## src/rtl/proc_seq.sv

```systemverilog
// Multi-cycle FETCH/DECODE/EXEC/MEM/WB sequencer: owns the PC, sticky halt/error status,
// the memory-stall timeout and saturating cycle/instruction counters.
module proc_seq #(
    parameter int                DATA_W   = 16,
    parameter logic [DATA_W-1:0] PC_RESET = '0,
    parameter int                CNT_W    = 32,
    parameter int                TIMEOUT  = 64
) (
    input  logic              clk,
    input  logic              rst,
    input  logic              imem_ready,
    input  logic              dmem_ready,
    input  logic              dec_err,
    input  logic              is_halt,
    input  logic              is_mem,
    input  logic              wb_en_req,
    input  logic [DATA_W-1:0] pc_next,
    output logic [DATA_W-1:0] pc,
    output logic              imem_req,
    output logic              ir_load,
    output logic              dmem_req,
    output logic              rf_we,
    output logic [2:0]        state,
    output logic              halted,
    output logic              err,
    output logic [CNT_W-1:0]  cycle_cnt,
    output logic [CNT_W-1:0]  instr_cnt
);

    // Wide enough to hold TIMEOUT itself; TIMEOUT=0 still gets a 1-bit counter.
    localparam int WAIT_W = $clog2(TIMEOUT + 2);

    typedef enum logic [2:0] {
        ST_FETCH  = 3'd0,
        ST_DECODE = 3'd1,
        ST_EXEC   = 3'd2,
        ST_MEM    = 3'd3,
        ST_WB     = 3'd4,
        ST_HALT   = 3'd5,
        ST_ERR    = 3'd6,
        ST_ILL    = 3'd7
    } state_t;

    state_t              r_state;
    state_t              w_state_nxt;
    logic [DATA_W-1:0]   r_pc;
    logic                r_err;
    logic                r_halted;
    logic [CNT_W-1:0]    r_cycle;
    logic [CNT_W-1:0]    r_instr;
    logic [WAIT_W-1:0]   r_wait;
    logic [WAIT_W-1:0]   w_wait_inc;
    logic                w_waiting;
    logic                w_timeout;
    logic                w_wb_ok;
    logic                w_active;

    assign w_wait_inc = r_wait + WAIT_W'(1);
    assign w_waiting  = ((r_state == ST_FETCH) && !imem_ready) ||
                        ((r_state == ST_MEM)   && !dmem_ready);
    // Ready in the same cycle as the limit wins: timeout only fires while still waiting.
    assign w_timeout  = (TIMEOUT != 0) && w_waiting && (w_wait_inc == WAIT_W'(TIMEOUT));
    assign w_wb_ok    = (r_state == ST_WB) && !pc_next[0];
    assign w_active   = (r_state != ST_HALT) && (r_state != ST_ERR);

    always_comb begin
        w_state_nxt = r_state;
        case (r_state)
            ST_FETCH: begin
                if (imem_ready)     w_state_nxt = ST_DECODE;
                else if (w_timeout) w_state_nxt = ST_ERR;
            end
            ST_DECODE: begin
                if (dec_err)      w_state_nxt = ST_ERR;
                else if (is_halt) w_state_nxt = ST_HALT;
                else              w_state_nxt = ST_EXEC;
            end
            ST_EXEC:  w_state_nxt = is_mem ? ST_MEM : ST_WB;
            ST_MEM: begin
                if (dmem_ready)     w_state_nxt = ST_WB;
                else if (w_timeout) w_state_nxt = ST_ERR;
            end
            ST_WB:    w_state_nxt = pc_next[0] ? ST_ERR : ST_FETCH;
            ST_HALT:  w_state_nxt = ST_HALT;
            ST_ERR:   w_state_nxt = ST_ERR;
            default:  w_state_nxt = ST_ERR;
        endcase
    end

    // Strobes are gated by rst so an in-flight access dies the moment reset asserts.
    always_comb begin
        imem_req = 1'b0;
        ir_load  = 1'b0;
        dmem_req = 1'b0;
        rf_we    = 1'b0;
        if (rst) begin
            imem_req = (r_state == ST_FETCH);
            ir_load  = (r_state == ST_FETCH) && imem_ready;
            dmem_req = (r_state == ST_MEM);
            rf_we    = w_wb_ok && wb_en_req;
        end
    end

    always_ff @(posedge clk) begin
        if (!rst) begin
            r_state  <= ST_FETCH;
            r_pc     <= PC_RESET;
            r_err    <= 1'b0;
            r_halted <= 1'b0;
            r_cycle  <= '0;
            r_instr  <= '0;
            r_wait   <= '0;
        end else begin
            r_state <= w_state_nxt;
            if (w_state_nxt == ST_ERR)  r_err    <= 1'b1;
            if (w_state_nxt == ST_HALT) r_halted <= 1'b1;
            if (w_wb_ok)                r_pc     <= pc_next;
            if (w_active && (r_cycle != '1)) r_cycle <= r_cycle + CNT_W'(1);
            if (w_wb_ok && (r_instr != '1))  r_instr <= r_instr + CNT_W'(1);
            r_wait <= w_waiting ? w_wait_inc : '0;
        end
    end

    assign pc        = r_pc;
    assign state     = r_state;
    assign halted    = r_halted;
    assign err       = r_err;
    assign cycle_cnt = r_cycle;
    assign instr_cnt = r_instr;

endmodule

```

## config.mk

```make
export PLATFORM = sky130hd
export DESIGN_NAME = proc_seq
export DESIGN_NICKNAME = d
export VERILOG_FILES = /design/src/rtl/proc_seq.sv
export SDC_FILE = /design/constraint.sdc
export NUM_CORES = 1
export LEC_CHECK = 0
export ABC_AREA = 1
export CAP_MARGIN = 20
export CELL_PAD_IN_SITES_DETAIL_PLACEMENT = 0
export CELL_PAD_IN_SITES_GLOBAL_PLACEMENT = 1
export CORE_MARGIN = 2
export CORE_UTILIZATION = 35
export DETAILED_ROUTE_END_ITERATION = 10
export PLACE_DENSITY_LB_ADDON = 0.1
export SYNTH_ARGS = -nofsm -noshare
export SYNTH_HDL_FRONTEND = slang
export SYNTH_SLANG_ARGS = --single-unit
```

## constraint.sdc

```tcl
create_clock -name clk -period 1.9 [get_ports clk]
set_input_delay 0.285 -clock clk [delete_from_list [all_inputs] [get_ports clk]]
set_output_delay 0.285 -clock clk [all_outputs]
set_load 0.01 [all_outputs]
```

==> results of run 1 <==
[where the power goes]
group / switching (mW) / internal, mW / total (mW)
clock: 0.826 / 1.20 / 2.03
sequential: 0.125 / 2.07 / 2.20
combinational: 0.731 / 0.644 / 1.38
[synthesized netlist by cell type]
cell	count	area [um2]
a21oi_1	51	255.2
a31oi_1	1	6.260
and3_1	3	18.77
buf_1	3	11.26
buf_2	3	15.01
buf_4	2	15.01
buf_6	4	45.04
clkbuf_1	9	33.78
clkinv_1	1	3.750
dfxtp_1	92	1842
ha_1	4	50.05
inv_1	70	262.8
inv_2	7	26.28
nand2_1	211	792.0
nand2_2	6	37.54
nand2_4	1	11.26
nand3_1	32	160.2
nand3b_1	2	15.01
nand4_1	18	112.6
nor2_1	136	510.5
nor2_2	5	31.28
nor2_4	2	22.52
nor2_8	1	20.02
nor3_1	27	135.1
nor3_2	3	30.03
nor3_4	1	16.27
nor3b_1	4	30.03
nor3b_2	1	12.51
nor4_1	1	6.260
o21ai_0	26	130.1
o21ai_1	8	40.04
o21bai_1	4	30.03
or2_1	1	6.260
xnor2_1	11	96.34
xor2_1	21	183.9
[how the worst max path moves through the flow]
| stage | depth (start not counted) | start | slack, ns | to |
|---|---|---|---|---|
| 2_1_floorplan | 12 | instr_cnt[1]$_SDFFE_PN0P_ | 0.13 | instr_cnt[9]$_SDFFE_PN0P_ |
| 3_3_place_gp | 5 | pc_next[0] | -0.09 | rf_we |
| 4_1_cts | 3 | state[1]$_SDFF_PN0_ | 0.003 | dmem_req |
| 5_1_grt | 15 | cycle_cnt[1]$_SDFFE_PN0P_ | -0.11 | cycle_cnt[28]$_SDFFE_PN0P_ |
| 3_5_place_dp | 8 | pc_next[0] | -0.09 | instr_cnt[29]$_SDFFE_PN0P_ |
| 6_report | 13 | cycle_cnt[1]$_SDFFE_PN0P_ | 0.05 | cycle_cnt[8]$_SDFFE_PN0P_ |
[cell type report]
cell class,count,area [um2]
timing repair buffer,181,1684
clock buffer,10,239.0
fill,1409,6658
sequential,92,1853
tap,180,225.2
clock inverter,6,93.84
multi-input combinational,581,2877
inverter,78,305.3
[metal layers]
| layer | part of all wire, % | wire (um) | GRT usage, % |
|---|---|---|---|
| met1 | 48 | 7445 | 28.40 |
| met2 | 46 | 7132 | 31.39 |
| met3 | 4.8 | 744 | 3.800 |
| met4 | 1.2 | 186 | 6.179 |
| met5 | 0 | 0 | 0 |
[tightest hold or removal path, stage by stage]
cell,delay [ns]
buf_2,0.12
clkinv_1,0.13
a21oi_1,0.05
[registers in the layout (all words and copies together), names as in the netlist]
name / count
halted: 1
instr_cnt: 32
state: 3
err: 1
pc: 16
cycle_cnt: 32
r_wait: 7
[metrics by stage]
step / instances / hold WS, ns / util, % / setup TNS (ns) / setup slack [ns]
finish: 1128 / 0.2919 / 52.22 / 0 / 0.05345
global route: 1128 / 0.3079 / 52.22 / -1.162 / -0.1070
CTS: 1114 / 0.2868 / 50.39 / 0 / 0.003103
detailed placement: 1098 / 0.4392 / 47.89 / -1.657 / -0.09075
global placement: 1098 / 0.4370 / 47.89 / -1.299 / -0.09488
floorplan: 772 / 0.4199 / - / 0 / 0.1306
[repair_timing]
action | 4_1_cts | 5_1_grt
setup endpoints to repair | 12 | 56
gates cloned | 0 | 0
gates resized for setup | 9 | 46
pin swaps | 0 | 15
setup buffers | 0 | 14
[cells by family (layout without fill, tap and decap cells)]
| group | Yosys count | in the layout |
|---|---|---|
| and+or+nand+nor | 455 | 455 |
| adders and majority gates | 4 | 4 |
| buffers and inverters | 99 | 275 |
| AOI/OAI and AO/OA | 90 | 90 |
| DFF | 92 | 92 |
| xor gates and xnor gates | 32 | 32 |
==> results.yml, run 1 <==
outcome:
  status: "finished clean"
power:
  powerDensity_nw_per_um2: 769.7
  total_power_mw: 5.601
  vdd_drop_max_mv: 0.3779
  power.leakage_nw: 2.862
grt:
  grt_pass1_wl_um: 24380
  grt_max_degree: 46
  first_global_vias: 4970
  antenna_found_initial: 0
  grt_usage_pct: 20.22
  overflow: 0
critical_path:
  required_ns: 2.15
  critPathSlowestCell: "dfxtp_2"
  crit_top_cell: "nand2_4"
  critPathLaunchType: "register"
  cp-end-kind: "register"
  cp.arrival_ns: 2.09
  rrSetupSlack_ns: 0.05
  crit_path_max_incr_delay_ns: 0.36
  crit_fanout: 8
  worstReg2RegEnd: "cycle_cnt[8]$_SDFFE_PN0P_"
  r2r_cells: 13
  crit_family: "simple AND/OR/NAND/NOR gates"
  r2r-start: "cycle_cnt[1]$_SDFFE_PN0P_"
  critPathBufInv: 4
  path_class: "register to register"
  worstPathCellList: "ha_4, nand2_4, inv_4, nand2_4, nor3_4, inv_2, nor2_4, nand2_2, nand2_4, buf_12, buf_8, o21bai_1, and3_1"
die:
  initial_core_util_pct: 35.99
  design.die.area_um2: 15300
  core_area_um2: 13930
  die_w_um: 123.7
  rows: 43
  die_y_um: 123.7
  io_pins: 113
logic_synthesis:
  synth_top_family_by_area: "simple AND/OR/NAND/NOR gates"
  yosys.area_share.simple_pct: 39.25
  synth_cell_type_count: 35
  syn_inst: 772
  syn_avg_cell_area_um2: 6.496
  synth_mux_area_share_pct: 0
  post_synth_xor_area_fraction_pct: 5.589
  yosysSeqAreaShare_pct: 36.73
  synth_seq_cells: 92
  synth_fp_nets: 800
  synth_adder_area_share_pct: 0.9980
  synth_warnings: 0
  syn_area_um2: 5015
  synth_compound_area_share_pct: 9.207
place:
  place_area_um2: 6674
  io_buffers: 112
  dp_hpwl_um: 11420
  gp_congestion: 0.8930
clocking:
  clock-sinks: 92
  clk_latency_ns: 0.35
  postCtsHoldBufs: 0
  clk_pin_slew_ns: 0.07
  h-tree-depth: 3
  cts_made_buffers: 9
  cts.path.max_buffers: 2
  root_buffer: "clkbuf_16"
  cts_tree: "yes"
routing:
  drt_iter0_markers: 266
  wirelength_um: 15510
  wl_per_cell_um: 13.75
  drcViolationCount: 0
  vias_per_cell: 4.829
  drt_pass1_iterations: 5
  via_count: 5447
  ant_nets: 0
worst_hold_path:
  hold_path_end: "err$_SDFFE_PN0N_"
  hold_start: "rst"
  worstHoldPathType: "input pin to register"
  hold_depth: 3
timing:
  fin_worst_skew_ns: 0.006529
  hold_viol: 0
  setup_viol: 0
  period_share_pct: 97.19
  max-slew-margin-rel_pct: 65.34
  slew_violations: 0
  worst_pin_slew_ns: 0.5199
  min_period_ns: 1.847
  rsz0062_at_grt: "true"
  fmax_mhz: 541.6
layout:
  layout_commonest_cell: "nand2_1"
  most-common-layout-cells: "nand2_1 (208), nor2_1 (133), clkdlybuf4s50_1 (107), dfxtp_1 (83), inv_1 (70)"
  drive_gt1_share_pct: 14.77
  nNetsFinal: 971
  postLayoutCellArea_um2: 7277
  syn_to_final_growth_pct: 45.11
  n_antenna_cell: 0
job:
  max_cap_violations: 0
No activity file was read; power rests on OpenSTA's default activity.
==> run 2: changes to the inputs <==
Settings changed: CTS_CLUSTER_DIAMETER set to 50, SETUP_SLACK_MARGIN set to 0.1.
==> run 2 against run 1 <==
Core utilization rose by 1.4 points. Combinational power rose by 3%. Worst hold slack improved by 0.0022 ns. Total power rose by 0.73%. Final cell count rose by 0.27%. Cell area rose by 2.6%. Sequential cell count did not move. Sequential power barely moved. Global-route usage rose by 0.20 points. Maximum frequency rose by 3.8%. Register-to-register slack improved by 0.07 ns. Clock-buffer cell count did not move. Highest routed layer unchanged.
==> results.yml, run 2 (same netlist as run 1, synthesis figures left out) <==
layout:
  stdcell_count: 1131
  syn_to_final_growth_pct: 48.93
  fillerInstances: 1377
  most-common-layout-cells: "nand2_1 (203), nor2_1 (125), clkdlybuf4s50_1 (107), dfxtp_1 (70), inv_1 (68)"
  n_antenna_cell: 0
  drive_gt1_share_pct: 18.93
  nNetsFinal: 974
  layout_commonest_cell: "nand2_1"
clocking:
  postCtsHoldBufs: 0
  clk_pin_slew_ns: 0.07
  cts_made_buffers: 9
  cts.path.max_buffers: 2
  root_buffer: "clkbuf_16"
  clk_latency_ns: 0.35
  clock-sinks: 92
  cts_tree: "yes"
  h-tree-depth: 3
routing:
  via_count: 5482
  drt_pass1_iterations: 5
  wirelength_um: 15540
  vias_per_cell: 4.847
  wl_per_cell_um: 13.74
  ant_nets: 0
  drcViolationCount: 0
  drt_iter0_markers: 329
timing:
  period_share_pct: 93.59
  slew_violations: 0
  min_period_ns: 1.778
  setup_viol: 0
  fin_worst_skew_ns: 0.004606
  rsz0062_at_grt: "true"
  worst_pin_slew_ns: 0.5289
  hold_viol: 0
  max-slew-margin-rel_pct: 64.74
  setup_ws_ns: 0.1218
  fmax_mhz: 562.4
die:
  die_w_um: 123.7
  die_y_um: 123.7
  rows: 43
  core_area_um2: 13930
  io_pins: 113
  initial_core_util_pct: 35.99
  design.die.area_um2: 15300
grt:
  grt_pass1_wl_um: 24580
  grt_max_degree: 46
  overflow: 0
  first_global_vias: 5000
  grt_usage_pct: 20.42
  antenna_found_initial: 0
critical_path:
  worstReg2RegEnd: "cycle_cnt[3]$_SDFFE_PN0P_"
  crit_path_max_incr_delay_ns: 0.36
  rrSetupSlack_ns: 0.12
  crit_end: "cycle_cnt[3]$_SDFFE_PN0P_"
  cp.arrival_ns: 2.01
  r2r_cells: 13
  path_class: "register to register"
  critPathLaunch: "cycle_cnt[0]$_SDFFE_PN0P_"
  critPathSlowestCell: "dfxtp_2"
  critPathLaunchType: "register"
  r2r-start: "cycle_cnt[0]$_SDFFE_PN0P_"
  crit_fanout: 7
  required_ns: 2.14
  worstPathCellList: "ha_4, nand2_4, inv_2, nand2_2, nor3_4, inv_2, nor2_4, nand2_4, nand2_8, buf_12, nor2_1, o21ai_1, a21oi_1"
  cp-end-kind: "register"
worst_hold_path:
  worstHoldPathType: "input pin to register"
place:
  pre_cts_slack_ns: -0.09075
  io_buffers: 112
  dp_hpwl_um: 11420
  dp_cells: 1098
  gp_congestion: 0.8930
power:
  switching_share_pct: 30.11
  comb_power_share_pct: 25.1
  powerDensity_nw_per_um2: 755.4
  clkPwrFrac_pct: 36.0
  total_power_mw: 5.642
  power.leakage_nw: 2.957
  seqPwrFrac_pct: 38.9
  vdd_drop_max_mv: 0.3782
  power_switching_mw: 1.699
  p_int_mw: 3.943
job:
  max_cap_violations: 0
outcome:
  status: "finished clean"
run 2: changes by cell type in the layout (fill, tap and decap cells not counted), sizes merged:
cell	delta
clkbuf	+3
dlygate4sd2	-1
buf	+2
dlymetal6s2s	-1
run 2: per-layer routing:
metal  global-route usage, %  vias to the layer above  part of all wire (%)
met4                   6.179                        0                   1.3
li1                        -                     2806                     -
met2                   32.01                      130                    46
met1                   28.48                     2530                    48
met5                       0                        -                     0
met3                   3.800                       16                   4.8
run 2: per-stage QoR:
stage	hold WS (ns)	util (%)	setup TNS, ns	cell area (um2)
floorplan	0.4199	-	0	5015
global placement	0.4370	47.89	-1.299	6674
detailed placement	0.4392	47.89	-1.657	6674
CTS	0.2868	51.39	0	7161
global route	0.3079	53.60	0	7468
finish	0.2941	53.60	0	7468
run 2: power by group through the flow:
| stage | Combinational, mW | Sequential (mW) | Clock, mW |
|---|---|---|---|
| floorplan | 0.619 | 2.26 | 0 |
| global placement | 1.24 | 2.21 | 0 |
| detailed placement | 1.25 | 2.21 | 0 |
| CTS | 1.32 | 2.19 | 2.08 |
| global route | 1.55 | 2.22 | 2.15 |
| finish | 1.42 | 2.19 | 2.03 |
run 2: worst max-delay path, delay by kind of cell (launching register included):
| kind | cells | cell delay, ns |
|---|---|---|
| AO/OA/AOI/OAI | 2 | 0.17 |
| adder cells (fa/ha/maj) | 1 | 0.15 |
| buffers and inverters | 3 | 0.29 |
| flip-flops | 1 | 0.36 |
| AND/OR/NAND/NOR | 7 | 0.69 |
run 2: worst min path at each step:
stage	start	end	slack, ns	cells past startpoint
global route	rst	halted$_SDFFE_PN0N_	0.31	3
CTS	rst	halted$_SDFFE_PN0N_	0.29	3
finish	rst	err$_SDFFE_PN0N_	0.29	3
global placement	err$_SDFFE_PN0N_	err$_SDFFE_PN0N_	0.44	2
floorplan	pc_next[15]	pc[15]$_SDFFE_PN0P_	0.42	2
detailed placement	halted$_SDFFE_PN0N_	halted$_SDFFE_PN0N_	0.44	2
run 2: area by class of cell:
| type | instances | area [um2] | share of cell area (%) |
|---|---|---|---|
| multi-input combinational | 581 | 3000 | 40.17 |
| sequential | 92 | 1877 | 25.13 |
| timing repair buffer | 184 | 1730 | 23.17 |
| inverter | 78 | 302.8 | 4.054 |
| clock buffer | 10 | 239.0 | 3.200 |
| tap | 180 | 225.2 | 3.016 |
| clock inverter | 6 | 93.84 | 1.256 |
run 2: repair_timing:
action                     in CTS  in global routing
pin swaps                       8                 20
resized for setup              26                 77
buffers inserted                7                  9
cloned                          0                  1
setup endpoints to repair      50                 68
==> run 3: changes to the inputs <==
Settings changed: CTS_CLUSTER_DIAMETER 50 to 120.
==> results of run 3 <==
Same layout as run 2: the final DEF is identical, and so are final timing and power.
